`config.mk`:
```
export PLATFORM = sky130hd
export DESIGN_NAME = encoder_10_4_sync
export DESIGN_NICKNAME = d
export VERILOG_FILES = /design/src/rtl/encoder_10_4_pkg.sv /design/src/rtl/sync_2ff.sv /design/src/rtl/encoder_10_4_sync.sv
export SDC_FILE = /design/constraint.sdc
export NUM_CORES = 1
export LEC_CHECK = 0
export CAP_MARGIN = 30
export CORE_ASPECT_RATIO = 1.75
export CORE_MARGIN = 5
export CORE_UTILIZATION = 40
export CTS_CLUSTER_SIZE = 30
export DETAILED_ROUTE_END_ITERATION = 7
export GPL_TIMING_DRIVEN = 0
export PLACE_DENSITY = 0.58
export SETUP_SLACK_MARGIN = 0.02
export SLEW_MARGIN = 20
export SYNTH_ARGS = -nofsm -noshare
export SYNTH_HDL_FRONTEND = slang
export SYNTH_SLANG_ARGS = --single-unit
```
`constraint.sdc`:
```
create_clock -name clk -period 4 [get_ports clk]
set_input_delay 0.6 -clock clk [delete_from_list [all_inputs] [get_ports clk]]
set_output_delay 0.6 -clock clk [all_outputs]
set_load 0.005 [all_outputs]
```
`src/rtl/encoder_10_4_pkg.sv`:
```
// Shared types and constants for the 10-line one-cold to 4-bit binary encoder.
package encoder_10_4_pkg;

  localparam int LINES  = 10;
  localparam int CODE_W = 4;

  typedef enum logic [1:0] {
    IDLE,
    DEBOUNCE,
    VALID,
    RELEASE
  } state_t;

  // Index of the low line; only meaningful when exactly one bit of v_n is low.
  function automatic logic [CODE_W-1:0] cold_index(input logic [LINES-1:0] v_n);
    cold_index = '0;
    for (int i = 0; i < LINES; i++) begin
      if (!v_n[i]) cold_index = CODE_W'(i);
    end
  endfunction

endpackage

```
`src/rtl/sync_2ff.sv`:
```
// Two-flop synchronizer for asynchronous level inputs; resets to all ones (lines idle).
module sync_2ff #(
  parameter int WIDTH = 1
) (
  input  logic             clk,
  input  logic             rst_n,
  input  logic [WIDTH-1:0] d,
  output logic [WIDTH-1:0] q
);

  logic [WIDTH-1:0] meta;

  // NOTE: sequential state is always written with non-blocking assignments so
  // every flop samples the pre-edge value of its neighbours.
  always_ff @(posedge clk) begin
    if (!rst_n) begin
      meta <= '1;
      q    <= '1;
    end else begin
      meta <= d;
      q    <= meta;
    end
  end

endmodule

```
`src/rtl/encoder_10_4_sync.sv`:
```
// Debounced 10-line one-cold encoder with valid/ack handshake and multi-press detection.
module encoder_10_4_sync
  import encoder_10_4_pkg::*;
#(
  parameter int DEBOUNCE_CYCLES = 4
) (
  input  logic              clk,
  input  logic              rst_n,
  input  logic [LINES-1:0]  b_n,
  input  logic              ack,
  output logic [CODE_W-1:0] code,
  output logic              valid,
  output logic              multi_err
);

  localparam int                CNT_W    = $clog2(DEBOUNCE_CYCLES + 1);
  localparam logic [CNT_W-1:0]  CNT_LAST = CNT_W'(DEBOUNCE_CYCLES - 1);

  logic [LINES-1:0]  s_n;
  state_t            state, state_nxt;
  logic [CNT_W-1:0]  cnt, cnt_nxt;
  logic [LINES-1:0]  pat, pat_nxt;
  logic [CODE_W-1:0] idx, idx_nxt;
  logic [CODE_W-1:0] code_nxt;
  logic              valid_nxt;
  logic              multi_err_nxt;

  sync_2ff #(.WIDTH(LINES)) u_sync (
    .clk  (clk),
    .rst_n(rst_n),
    .d    (b_n),
    .q    (s_n)
  );

  // NOTE: every signal written here gets a default first, so no path through
  // the case statement can leave a value unassigned and infer a latch.
  always_comb begin
    state_nxt     = state;
    cnt_nxt       = cnt;
    pat_nxt       = pat;
    idx_nxt       = idx;
    code_nxt      = code;
    valid_nxt     = valid;
    multi_err_nxt = 1'b0;

    case (state)
      IDLE: begin
        if (s_n != '1) begin
          if ($onehot(~s_n)) begin
            pat_nxt   = s_n;
            idx_nxt   = cold_index(s_n);
            cnt_nxt   = CNT_W'(1);
            state_nxt = DEBOUNCE;
          end else begin
            multi_err_nxt = 1'b1;
            cnt_nxt       = '0;
            state_nxt     = RELEASE;
          end
        end
      end

      DEBOUNCE: begin
        if (s_n == pat) begin
          if (cnt == CNT_LAST) begin
            code_nxt  = idx;
            valid_nxt = 1'b1;
            cnt_nxt   = '0;
            state_nxt = VALID;
          end else begin
            cnt_nxt = cnt + CNT_W'(1);
          end
        end else begin
          // A bounce silently abandons the candidate; the next sample restarts.
          cnt_nxt   = '0;
          state_nxt = IDLE;
        end
      end

      VALID: begin
        if (ack) begin
          valid_nxt = 1'b0;
          cnt_nxt   = '0;
          state_nxt = RELEASE;
        end
      end

      RELEASE: begin
        if (s_n == '1) begin
          if (cnt == CNT_LAST) begin
            cnt_nxt   = '0;
            state_nxt = IDLE;
          end else begin
            cnt_nxt = cnt + CNT_W'(1);
          end
        end else begin
          cnt_nxt = '0;
        end
      end

      default: state_nxt = IDLE;
    endcase
  end

  always_ff @(posedge clk) begin
    if (!rst_n) begin
      state     <= IDLE;
      cnt       <= '0;
      pat       <= '1;
      idx       <= '0;
      code      <= '0;
      valid     <= 1'b0;
      multi_err <= 1'b0;
    end else begin
      state     <= state_nxt;
      cnt       <= cnt_nxt;
      pat       <= pat_nxt;
      idx       <= idx_nxt;
      code      <= code_nxt;
      valid     <= valid_nxt;
      multi_err <= multi_err_nxt;
    end
  end

endmodule

```
==> summary.txt <==
Status
  – Outcome: completed

Route
  – Drt initial violations: between 50 and 60
  – Avg Vias per Cell: 4.95
  – Routed WL: 3870 um
  – Drt pass-1 iters: 4
  – Wirelength per Cell: between 10 and 15 um
  – Antenna Violating Nets Remaining: 0
  – DRC errors left: 0
  – Via count: 1445

Synth
  – Post-synth top area share: 0.444
  – Area contributors post-synth: dfxtp_1, nand2b_1, mux2i_1
  – Number of flops mapped to enable cells by yosys: 0
  – Ys Warns: 0
  – Distinct cell type count after synthesis: 40
  – Cells after Synth: 205
  – Yosys reg bits: 45
  – Area leader, netlist: dfxtp_1
  – Syn Area/Cell: 9.89 um^2
  – Sequential-to-total area share from yosys stat: 0.444
  – Area of the mapped netlist: ~2000 um^2
  – Fraction of registers with async set/reset: 0
  – Synth Flop Type: dfxtp_1
  – Syn Nets: between 200 and 250

Layout
  – Commonest cells after routing, fill and taps aside: dfxtp_1, nand2b_1, clkdlybuf4s50_1, inv_1, nand2_1
  – Most common cell after layout, fill and taps aside: dfxtp_1
  – Final net count: ~260
  – N_diodes: 0
  – Post-route cell area: around 2500 um^2
  – Layout overhead on the synthesized area: 23.4%
  – Ratio of cells with drive above 1 in the final layout: 0.164

Global routing
  – Vias in the first global route: around 1400
  – Pin count of the biggest net entering global routing: 14
  – Global-route wire length before repair: ~6500 um
  – GRT Overall Usage: 0.123
  – Initial antenna violation count: 0
  – Total gr overflow: 0

Timing
  – Setup TNS: 0 ns
  – Final min period: between 3 and 4 ns
  – Max-slew headroom: 0.535
  – Slew @ Worst Pin: about 0.69 ns
  – Worst Skew: between 0.01 and 0.015 ns
  – Slew Viols, Final: 0
  – Final setup violation count: 0
  – Max Clock Freq: between 0.2 and 0.3 GHz
  – RSZ-0062 raised after global routing: yes
  – Final Hold Viols: 0
  – Final period util: 0.991

Die
  – Num rows: 34
  – Core Area: 4930 um^2
  – Die ar.: 6650 um^2
  – Die Span X: 63.8 um
  – Initial Util: 0.411
  – Top Ports: 19
  – Die height: approximately 100 um

Clocking
  – # H-tree levels: 2
  – Root Buffer: clkbuf_8
  – Clock slew at the register clock pins of the worst setup and hold paths: 0.08 ns
  – CTS tree: yes
  – CTS buffer count: 5
  – Clk_lat worst skew: around 0.29 ns
  – CTS Sinks: 45
  – CTS max path bufs: 2

Place
  – RePlAce Congestion: around 0.77
  – DP Area: approximately 2300 um^2
  – Post-DP HPWL: around 2900 um
  – Port Buffer Count: 17

Power and ir drop
  – Worst VDD drop: between 300 and 400 uV
  – Tot Pwr: ~1.1 mW
  – LEAKAGE: 1.01 nW
  – PD cells: ~440 nW/um^2

Setup path
  – WS Path Type: reg -> reg
  – Crit start category: flip-flop
  – Critical path endpoint category: flip-flop
  – CP Max Fanout: 5
  – Critical Path RT: approximately 4.2 ns
  – CP arrival: 4.12 ns

Hold path
  – Hold WC Path Type: reg -> reg

Job
  – MaxCap Viol Count: 0
[critical path: stages, from the launching register on]
cell and delay [ns]:
dfxtp_4 0.37, inv_2 0.04, fa_1 0.54, inv_2 0.04, fa_1 0.49, inv_1 0.05, fa_1 0.48, ha_2 0.18
inv_2 0.04, fa_1 0.50, nor4bb_4 0.27, a21oi_4 0.12, nor4_4 0.23, buf_2 0.24, mux2i_1 0.19, nand2_1 0.06
[synth_stat cells, types with 5 or more instances]
library cell  instances
nand2_1              15
inv_1                19
mux2i_1              14
xnor2_1               7
clkbuf_1              6
nand2b_1             24
nand3_1               6
dfxtp_1              45
nor2b_1               7
o21ai_0               8
nor2_1                5
fa_1                  6
[metal layers]
layer,share of wire,global-route usage,wire length [um]
met1,0.40,0.139,1550
met2,0.55,0.211,2110
met3,0.032,0.0292,125
met4,0.021,0.0579,80
met5,0,0,0
[sequential cells by signal, summed over array words and instances, names as in the netlist]
register     cells
cnt              3
pat             10
code             4
valid            1
state            2
u_sync.meta     10
idx              4
u_sync.q        10
multi_err        1
[final cells by class]
type / count / area, um^2
clock inverter: 2 / 35.0
clock buffer: 5 / 68.8
buffer: 9 / 50.0
tap: 54 / 67.6
sequential: 45 / 918
timing repair buffer: 26 / 239
multi-input combinational: 132 / 1050
inverter: 19 / 71.3
fill: 485 / 2430
[stage by stage]
stage	utilization	hold slack, ns	instances	setup WS, ns
5_1_grt	0.507	0.429	292	-0.197
3_3_place_gp	0.466	0.389	276	-0.395
4_1_cts	0.489	0.412	284	0.0497
2_1_floorplan	-	0.386	205	0.0201
3_5_place_dp	0.466	0.392	276	-0.426
6_report	0.507	0.407	292	0.0374
[worst paths after layout]
check / start / end / slack, ns / cells after the start
worst max register to register: u_sync.q[0]$_SDFF_PN1_ / pat[6]$_SDFFE_PN1P_ / 0.04 / 15
worst min-delay path: u_sync.meta[6]$_SDFF_PN1_ / u_sync.q[6]$_SDFF_PN1_ / 0.41 / 1
worst min register to register: u_sync.meta[6]$_SDFF_PN1_ / u_sync.q[6]$_SDFF_PN1_ / 0.41 / 1
worst max-delay path: u_sync.q[0]$_SDFF_PN1_ / pat[6]$_SDFFE_PN1P_ / 0.04 / 15
[timing repair]
action | 4_1_cts | 5_1_grt
resized for setup | 1 | 14
hold buffers | 0 | 0
gates cloned | 0 | 1
setup endpoints to repair | 14 | 14
setup buffers | 1 | 7
pin swaps | 1 | 2
[cell families (layout without fill, tap and decap cells)]
| family | Yosys count | count (layout) | share of synthesized area |
|---|---|---|---|
| xor gates and xnor gates | 10 | 10 | 0.0432 |
| buffers and inverters | 28 | 61 | 0.0580 |
| and+or+nand+nor | 73 | 73 | 0.218 |
| DFF | 45 | 45 | 0.444 |
| muxes | 14 | 14 | 0.0691 |
| AOI/OAI and AO/OA | 25 | 25 | 0.0833 |
| adders and majority gates | 10 | 10 | 0.0840 |
[where the power goes]
part / switching, mW / internal (mW)
logic: 0.144 / 0.137
clock network: 0.141 / 0.182
registers: 0.0199 / 0.478
total: 0.305 / 0.797
No activity file was read; power rests on OpenSTA's default activity.
